`config.mk`:
```
export PLATFORM = sky130hd
export DESIGN_NAME = frac_reduce_flat
export DESIGN_NICKNAME = d
export VERILOG_FILES = /design/src/rtl/frac_reduce_if.sv /design/src/rtl/frac_reduce.sv /design/src/flat_wrapper.sv
export SDC_FILE = /design/constraint.sdc
export NUM_CORES = 1
export LEC_CHECK = 0
export CORE_ASPECT_RATIO = 1.25
export CORE_UTILIZATION = 43
export DETAILED_ROUTE_END_ITERATION = 16
export PLACE_DENSITY = 0.69
export REMOVE_ABC_BUFFERS = 1
export SLEW_MARGIN = 20
export SYNTH_ARGS = -nofsm -noshare
export SYNTH_HDL_FRONTEND = slang
export SYNTH_SLANG_ARGS = --single-unit
```
`constraint.sdc`:
```
create_clock -name clk -period 2.6 [get_ports clk]
set_clock_uncertainty 0.1 [all_clocks]
set_input_delay 0.52 -clock clk [delete_from_list [all_inputs] [get_ports clk]]
set_output_delay 0.52 -clock clk [all_outputs]
set_load 0.005 [all_outputs]
```
`src/rtl/frac_reduce_if.sv`:
```
// Signal bundle for frac_reduce: input pair, GCD engine request/response, reduced output.
// The slave modport is the reducer's view; master is the surrounding system's view.
interface frac_reduce_if #(
  parameter int W = 8
);
  logic         in_valid;
  logic         in_ready;
  logic [W-1:0] num;
  logic [W-1:0] den;
  logic         gcd_start;
  logic [W-1:0] gcd_ina;
  logic [W-1:0] gcd_inb;
  logic         gcd_ready;
  logic [W-1:0] gcd_out;
  logic         out_valid;
  logic         out_ready;
  logic [W-1:0] out_num;
  logic [W-1:0] out_den;
  logic         out_err;

  modport slave (
    input  in_valid, num, den, gcd_ready, gcd_out, out_ready,
    output in_ready, gcd_start, gcd_ina, gcd_inb, out_valid, out_num, out_den, out_err
  );

  modport master (
    output in_valid, num, den, gcd_ready, gcd_out, out_ready,
    input  in_ready, gcd_start, gcd_ina, gcd_inb, out_valid, out_num, out_den, out_err
  );
endinterface

```
`src/rtl/frac_reduce.sv`:
```
// Fraction reducer: requests gcd(num, den) from the GCD engine, then divides both
// operands by it on one shared W-cycle restoring divider; zero operands bypass the engine.
module frac_reduce #(
  parameter int W = 8
) (
  input logic          clk,
  input logic          nrst,
  frac_reduce_if.slave bus
);
  localparam int CW = $clog2(W) + 1;

  typedef enum logic [2:0] {
    S_IDLE,
    S_GCD_START,
    S_GCD_WAIT,
    S_DIV_NUM,
    S_DIV_DEN,
    S_OUT
  } state_e;

  state_e        state_q, state_d;
  logic [W-1:0]  n_q, n_d;
  logic [W-1:0]  d_q, d_d;
  logic [W-1:0]  g_q, g_d;
  logic [W-1:0]  ina_q, ina_d;
  logic [W-1:0]  inb_q, inb_d;
  logic [W-1:0]  quo_q, quo_d;
  logic [W-1:0]  rem_q, rem_d;
  logic [W-1:0]  onum_q, onum_d;
  logic [W-1:0]  oden_q, oden_d;
  logic          oerr_q, oerr_d;
  logic [CW-1:0] cnt_q, cnt_d;

  logic [W:0]    trial;
  logic [W:0]    diff;
  logic [W-1:0]  step_rem;
  logic [W-1:0]  step_quo;

  always_ff @(posedge clk or negedge nrst) begin
    if (!nrst) begin
      state_q <= S_IDLE;
      n_q     <= '0;
      d_q     <= '0;
      g_q     <= '0;
      ina_q   <= '0;
      inb_q   <= '0;
      quo_q   <= '0;
      rem_q   <= '0;
      onum_q  <= '0;
      oden_q  <= '0;
      oerr_q  <= 1'b0;
      cnt_q   <= '0;
    end else begin
      state_q <= state_d;
      n_q     <= n_d;
      d_q     <= d_d;
      g_q     <= g_d;
      ina_q   <= ina_d;
      inb_q   <= inb_d;
      quo_q   <= quo_d;
      rem_q   <= rem_d;
      onum_q  <= onum_d;
      oden_q  <= oden_d;
      oerr_q  <= oerr_d;
      cnt_q   <= cnt_d;
    end
  end

  // One restoring step: the borrow out of the trial subtraction is the inverted quotient bit.
  always_comb begin
    trial    = {rem_q, quo_q[W-1]};
    diff     = trial - {1'b0, g_q};
    step_rem = diff[W] ? trial[W-1:0] : diff[W-1:0];
    step_quo = {quo_q[W-2:0], ~diff[W]};
  end

  always_comb begin
    state_d = state_q;
    n_d     = n_q;
    d_d     = d_q;
    g_d     = g_q;
    ina_d   = ina_q;
    inb_d   = inb_q;
    quo_d   = quo_q;
    rem_d   = rem_q;
    onum_d  = onum_q;
    oden_d  = oden_q;
    oerr_d  = oerr_q;
    cnt_d   = cnt_q;

    unique case (state_q)
      S_IDLE: begin
        if (bus.in_valid) begin
          n_d    = bus.num;
          d_d    = bus.den;
          oerr_d = 1'b0;
          if (bus.den == '0) begin
            onum_d  = bus.num;
            oden_d  = '0;
            oerr_d  = 1'b1;
            state_d = S_OUT;
          end else if (bus.num == '0) begin
            onum_d  = '0;
            oden_d  = W'(1);
            state_d = S_OUT;
          end else begin
            ina_d   = bus.num;
            inb_d   = bus.den;
            state_d = S_GCD_START;
          end
        end
      end
      S_GCD_START: begin
        cnt_d   = '0;
        state_d = S_GCD_WAIT;
      end
      S_GCD_WAIT: begin
        // cnt_q==0 marks the first wait cycle, where ready still reflects the pre-start engine.
        if (cnt_q == '0) begin
          cnt_d = CW'(1);
        end else if (bus.gcd_ready) begin
          g_d     = bus.gcd_out;
          quo_d   = n_q;
          rem_d   = '0;
          cnt_d   = '0;
          state_d = S_DIV_NUM;
        end
      end
      S_DIV_NUM: begin
        quo_d = step_quo;
        rem_d = step_rem;
        cnt_d = cnt_q + CW'(1);
        if (cnt_q == CW'(W - 1)) begin
          onum_d  = step_quo;
          quo_d   = d_q;
          rem_d   = '0;
          cnt_d   = '0;
          state_d = S_DIV_DEN;
        end
      end
      S_DIV_DEN: begin
        quo_d = step_quo;
        rem_d = step_rem;
        cnt_d = cnt_q + CW'(1);
        if (cnt_q == CW'(W - 1)) begin
          oden_d  = step_quo;
          cnt_d   = '0;
          state_d = S_OUT;
        end
      end
      S_OUT: begin
        if (bus.out_ready) begin
          state_d = S_IDLE;
        end
      end
      default: state_d = S_IDLE;
    endcase
  end

  assign bus.in_ready  = (state_q == S_IDLE);
  assign bus.gcd_start = (state_q == S_GCD_START);
  assign bus.gcd_ina   = ina_q;
  assign bus.gcd_inb   = inb_q;
  assign bus.out_valid = (state_q == S_OUT);
  assign bus.out_num   = onum_q;
  assign bus.out_den   = oden_q;
  assign bus.out_err   = oerr_q;
endmodule

```
`src/flat_wrapper.sv`:
```
// flat-port wrapper written by rule: the top's interface ports become plain ports
module frac_reduce_flat 
#(
  parameter int W = 8
)
  (clk, nrst, bus_in_valid, bus_num, bus_den, bus_gcd_ready, bus_gcd_out, bus_out_ready, bus_in_ready, bus_gcd_start, bus_gcd_ina, bus_gcd_inb, bus_out_valid, bus_out_num, bus_out_den, bus_out_err);
  frac_reduce_if #(.W(W)) bus_i ();
  input logic clk;
  input logic nrst;
  input wire logic [$bits(bus_i.in_valid)-1:0] bus_in_valid;
  input wire logic [$bits(bus_i.num)-1:0] bus_num;
  input wire logic [$bits(bus_i.den)-1:0] bus_den;
  input wire logic [$bits(bus_i.gcd_ready)-1:0] bus_gcd_ready;
  input wire logic [$bits(bus_i.gcd_out)-1:0] bus_gcd_out;
  input wire logic [$bits(bus_i.out_ready)-1:0] bus_out_ready;
  output wire logic [$bits(bus_i.in_ready)-1:0] bus_in_ready;
  output wire logic [$bits(bus_i.gcd_start)-1:0] bus_gcd_start;
  output wire logic [$bits(bus_i.gcd_ina)-1:0] bus_gcd_ina;
  output wire logic [$bits(bus_i.gcd_inb)-1:0] bus_gcd_inb;
  output wire logic [$bits(bus_i.out_valid)-1:0] bus_out_valid;
  output wire logic [$bits(bus_i.out_num)-1:0] bus_out_num;
  output wire logic [$bits(bus_i.out_den)-1:0] bus_out_den;
  output wire logic [$bits(bus_i.out_err)-1:0] bus_out_err;
  assign bus_i.in_valid = bus_in_valid;
  assign bus_i.num = bus_num;
  assign bus_i.den = bus_den;
  assign bus_i.gcd_ready = bus_gcd_ready;
  assign bus_i.gcd_out = bus_gcd_out;
  assign bus_i.out_ready = bus_out_ready;
  assign bus_in_ready = bus_i.in_ready;
  assign bus_gcd_start = bus_i.gcd_start;
  assign bus_gcd_ina = bus_i.gcd_ina;
  assign bus_gcd_inb = bus_i.gcd_inb;
  assign bus_out_valid = bus_i.out_valid;
  assign bus_out_num = bus_i.out_num;
  assign bus_out_den = bus_i.out_den;
  assign bus_out_err = bus_i.out_err;
  frac_reduce #(.W(W)) u_core (.clk(clk), .nrst(nrst), .bus(bus_i));
endmodule
```
-- After elaboration in Yosys (flattened, before gate mapping)
Index checks and enable logic that the tools add are counted.
- $add $sub $neg: 2
- muxes and demuxes: 32
- reduce and logical (&&, ||, !) cells: 17
- equality and inequality tests: 14
- bitwise gates (word level): 4
- operator list (kind ; count):
    $mux W8 ; 14
    $pmux W8 S3 ; 2
    $pmux W8 S2 ; 2
    $mux W3 ; 8
    $pmux W3 S6 ; 1
    $logic_not A8 Y1 ; 2
    $mux W4 ; 3
    $pmux W4 S3 ; 1
    $reduce_and A4 Y1 ; 3
    $sub A9 B8 Y9 ; 1
    $ne A2 B2 Y1 const B ; 4
    $eq A3 B2 Y1 const B ; 2
    $eq A3 B3 Y1 const B ; 2
    $reduce_and A3 Y1 ; 2
    $reduce_and A6 Y1 ; 1
    $reduce_bool A3 Y1 ; 2
    $add A4 B1 Y4 const B ; 1
    $eq A4 B3 Y1 const B ; 1
    $logic_not A4 Y1 ; 1
    $ne A2 B1 Y1 const B ; 2
    $not A1 Y1 ; 4
    $reduce_and A2 Y1 ; 2
    $reduce_bool A2 Y1 ; 2
    $eq A3 B1 Y1 const B ; 1
    other kinds (5) ; 5
- bits in registers: 80
- input port bits: 29

-- Longest topological paths before layout
- depth after elaboration: 5
- mapped depth: 10
- mapped depth without buffers: 9

-- Worst setup path after synthesis
OpenSTA, ideal clock, no wires.
- path kind: flip-flop to flip-flop
- start: register u_core.quo_q[7]
- end: register u_core.rem_q[6]
- setup slack: 197 ps
- required time: 2362 ps
- data arrival time: 2165 ps
- cell stages (with the launch flop): 11
- setup time: 138 ps
- buffers on the path: 1
- clock period less this slack: 2403 ps
- cell sequence: dfrtp_1 > inv_1 > ha_1 > fa_1 > and2b_1 > o211ai_2 > a31oi_4 > xnor2_4 > buf_6 > a32oi_1 > o31ai_1
- cells in the longest elaborated chain, start to end: 4
- ends and longest elaborated chain (element ; line ; text):
    from (decl) ; frac_reduce.sv:27 ; logic [W-1:0] quo_q, quo_d;
    from (signal assigned) ; frac_reduce.sv:60 ; quo_q <= quo_d;
    $sub A9 B8 Y9 (*) ; frac_reduce.sv:72 ; diff = trial - {1'b0, g_q};
    $mux W8 (*) ; frac_reduce.sv:73 ; step_rem = diff[W] ? trial[W-1:0] : diff[W-1:0];
    $mux W8 ; frac_reduce.sv:133 ; if (cnt_q == CW'(W - 1)) begin
    $pmux W8 S3 (*) ; frac_reduce.sv:91 ; unique case (state_q)
    to (signal assigned) ; frac_reduce.sv:61 ; rem_q <= rem_d;
    to (decl) ; frac_reduce.sv:28 ; logic [W-1:0] rem_q, rem_d;
Mark *: on every way between the ends. The rest lies on a longest branch, timed or not.
A chain may end at the register's enable or synchronous reset.

-- Worst setup path after layout
- start: register u_core.quo_q[7]
- end: register u_core.rem_q[4]
Same word-level chain as after synthesis.

==> metrics.md <==
| Metric | Value |
|---|---|
| Outcome | finished, final reports clean |
| Vias in the first global route | approximately 3300 |
| Placement Setup Slack | -0.03379 ns |
| Fraction of the mapped netlist area in compound gates | between 10% and 20% |
| Remaining DRCs | 0 |
| Fmax | 408.9 MHz |
| Slew @ Worst Pin | 0.5317 ns |
| Adder-Cell Fraction of Synth Area | under 10% |
| CTS tree | done |
| Min Tclk post-route | 2.446 ns |
| MaxCap Viol Count | 0 |
| Avg WL per Cell | 15.57 µm |
| Layout cells sized above 1 | between 10% and 20% |
| Port bufs | 64 |
| Post-synthesis sequential area ratio | between 50 and 60% |
| Most common cell in the synthesized netlist | dfrtp_1 |
| Design Power | 6026 µW |
| Placed Cells | 573 |
| Post-synthesis mux area share | 7.109% |
| H-tree depth | 3 |
| Overflow after GRT | 0 |
| Area growth, synth to finish | 29.26% |
| Total Nets Final | just over 500 |
| Core area | 8796 µm² |
| CP Class | reg -> reg |
| Slew Limit Fails | 0 |
| Clk slew on worst S/H paths | ~0.090 ns |
| Total CTS buffers | 9 |
| Crit. End Element | flip-flop |
| Die area | 9558 µm² |
| Detailed Route WL | a little over 9000 µm |
| # diodes | 0 |
| Worst hold slack | 0.03661 ns |
| Async set-reset flop share out of synthesis | 100.0% |
| Vias | ~3200 |
| GP Congestion | 0.8226 |
| Pleak | 0.002294 µW |
| Power per cell area | 1183 nW/µm² |
| Main combinational cell family by area after synthesis | simple AND/OR/NAND/NOR gates |
| Area contributors post-synth | dfrtp_1 51%, nand2_1 7.2%, mux2_2 4.6% |
| Synth Flop Type | dfrtp_1 |
| Global-route wire length before repair | 15420 µm |
| Max VDD drop | 0.5599 mV |
| Antenna violations before repair | 0 |
| Row count | 38 |
| Simple-gate share of the synthesized area | around 17% |
| Detailed Routing Iterations Pass 1 | 5 |
| Root Buffer Master | clkbuf_8 |
| Slew Limit Headroom | 64.42% |
| Final Cell Area | around 5000 µm² |
| Initial Util | 44.82% |
| Area after DPL | 4847 µm² |
| I/O pins | 65 |
| DPL Wire Length | 6795 µm |
| Non-Filler Instances | 594 |
| Largest net degree at the start of global routing | 44 |
| Setup violators final | 0 |
| DRT antenna net count | 0 |
| Final hold vios | 0 |
| RSZ-0062 raised after global routing | no |
| GRT Overall Usage | a little over a fifth |
| Leading area contributor after synthesis | dfrtp_1 |
| Synth top area share | between 50% and 60% |
| Yosys warnings | 0 |
| Synth unique cells | 66 |
| Setup ws final | 0.1544 ns |
| Avg Cell Area, Syn | 10.32 µm² |
| Worst-Skew Late Latency | ~0.35 ns |
| Post-synth EDFFs | 0 |
| Clock sinks | 80 |
| Crit-path max FO | 6 |
| Synth Area in XOR/XNOR | ~1.8% |
| Min-Delay Path Class | in -> async |
| Critical path data required time | 2.74 ns |
| Syn Inst Count | about 380 |
| DIE WIDTH | 87.65 µm |
| Fin crit share | 94.06% |
| Vias/cell | 5.404 |
| Crit start category | flip-flop |
| Post-synthesis register bit count | 80 |
| Iteration-0 DRC count of the detailed router | between 150 and 200 |
| Mapped cell area | 3943 µm² |
| Hold-fix buffers at CTS | 0 |
| Clock buffer depth | 2 |
| Worst Path Arrival | 2.59 ns |
| Post-synth top cells | 80 x dfrtp_1, 76 x nand2_1, 22 x nor2_1 |
| Die Height | about 110 µm |
## metal layers
layer  up-vias  GRT usage [%]  wire length, µm  part of all wire [%]
li1       1551              -                -                     -
met1      1567          25.75             3959                    43
met2        79          37.17             4771                    52
met3        13          3.407              376                   4.1
met4         0          8.197              142                   1.5
met5         -              0                0                     0
## final cells by class
type | instances | area (µm²)
Timing Repair Buffer | 90 | 862.1
Sequential cell | 80 | 2002
Clock inverter | 5 | 63.81
Multi-Input combinational cell | 273 | 1821
Tap cell | 120 | 150.1
Clock buffer | 11 | 141.4
Inverter | 15 | 56.30
Fill cell | 762 | 3700
## what timing repair did
action | CTS | global route
endpoints found under the setup margin | 3 | 10
setup buffers | 2 | 3
pin swaps | 2 | 3
gates resized for setup | 3 | 0
hold endpoints to repair | 0 | 0
## registers in the layout (all words and copies together) (netlist names)
signal,flops
u_core.bus.gcd_ina,8
u_core.bus.gcd_inb,8
u_core.bus.out_den,8
u_core.bus.out_err,1
u_core.bus.out_num,8
u_core.cnt_q,4
u_core.d_q,8
u_core.g_q,8
u_core.n_q,8
u_core.quo_q,8
u_core.rem_q,8
u_core.state_q,3
## cells in the final DEF (no fill, tap or decap), drive strengths merged, types with 10 or more instances in the layout
cell | netlist | layout
a21oi | 18 | 18
buf | 7 | 27
clkbuf | 7 | 11
clkdlybuf4s50 | 0 | 63
dfrtp | 80 | 80
ha | 10 | 10
inv | 15 | 16
mux2 | 24 | 24
nand2 | 76 | 76
nand3 | 13 | 13
nor2 | 24 | 24
o21ai | 20 | 20
## cells by family after synthesis
family	after synthesis
simple gates	144
flops	80
compound gates	87
fa+ha+maj	11
buf+inv	29
mux	25
xor+xnor	6
## worst max-delay path: stages (launching register included)
cell	delay (ns)
dfrtp_1	0.37
inv_1	0.05
ha_1	0.22
fa_2	0.36
and2b_1	0.23
o211ai_2	0.12
a31oi_4	0.29
xnor2_4	0.19
buf_6	0.16
mux2i_1	0.18
o21ai_1	0.07
## report_power, final
| part | internal (µW) | leakage (µW) | switching, µW |
|---|---|---|---|
| Clock | 478 | 0.000100 | 475 |
| Sequential | 1730 | 0.00102 | 370 |
| Combinational | 1560 | 0.00117 | 1410 |
## per-stage QoR
stage	utilization (%)	TNS, ns
global placement	55.11	0
detailed placement	55.11	-0.05594
CTS	57.68	0
finish	57.94	0
global route	57.94	0
floorplan	-	0
## path summary, 6_finish.rpt
path / cells past startpoint / slack [ns] / end / from
worst max register to register: 10 / 0.15 / u_core.rem_q[4]$_DFFE_PN0P_ / u_core.quo_q[7]$_DFFE_PN0P_
max in group asynchronous: 2 / 1.77 / u_core.quo_q[3]$_DFFE_PN0P_ / nrst
worst min register to register: 2 / 0.38 / u_core.n_q[3]$_DFFE_PN0P_ / u_core.n_q[3]$_DFFE_PN0P_
min in group clk: 2 / 0.38 / u_core.n_q[3]$_DFFE_PN0P_ / u_core.n_q[3]$_DFFE_PN0P_
worst min-delay path: 1 / 0.04 / u_core.cnt_q[2]$_DFFE_PN0P_ / nrst
worst max-delay path: 10 / 0.15 / u_core.rem_q[4]$_DFFE_PN0P_ / u_core.quo_q[7]$_DFFE_PN0P_
(Power assumes the default switching activity.)
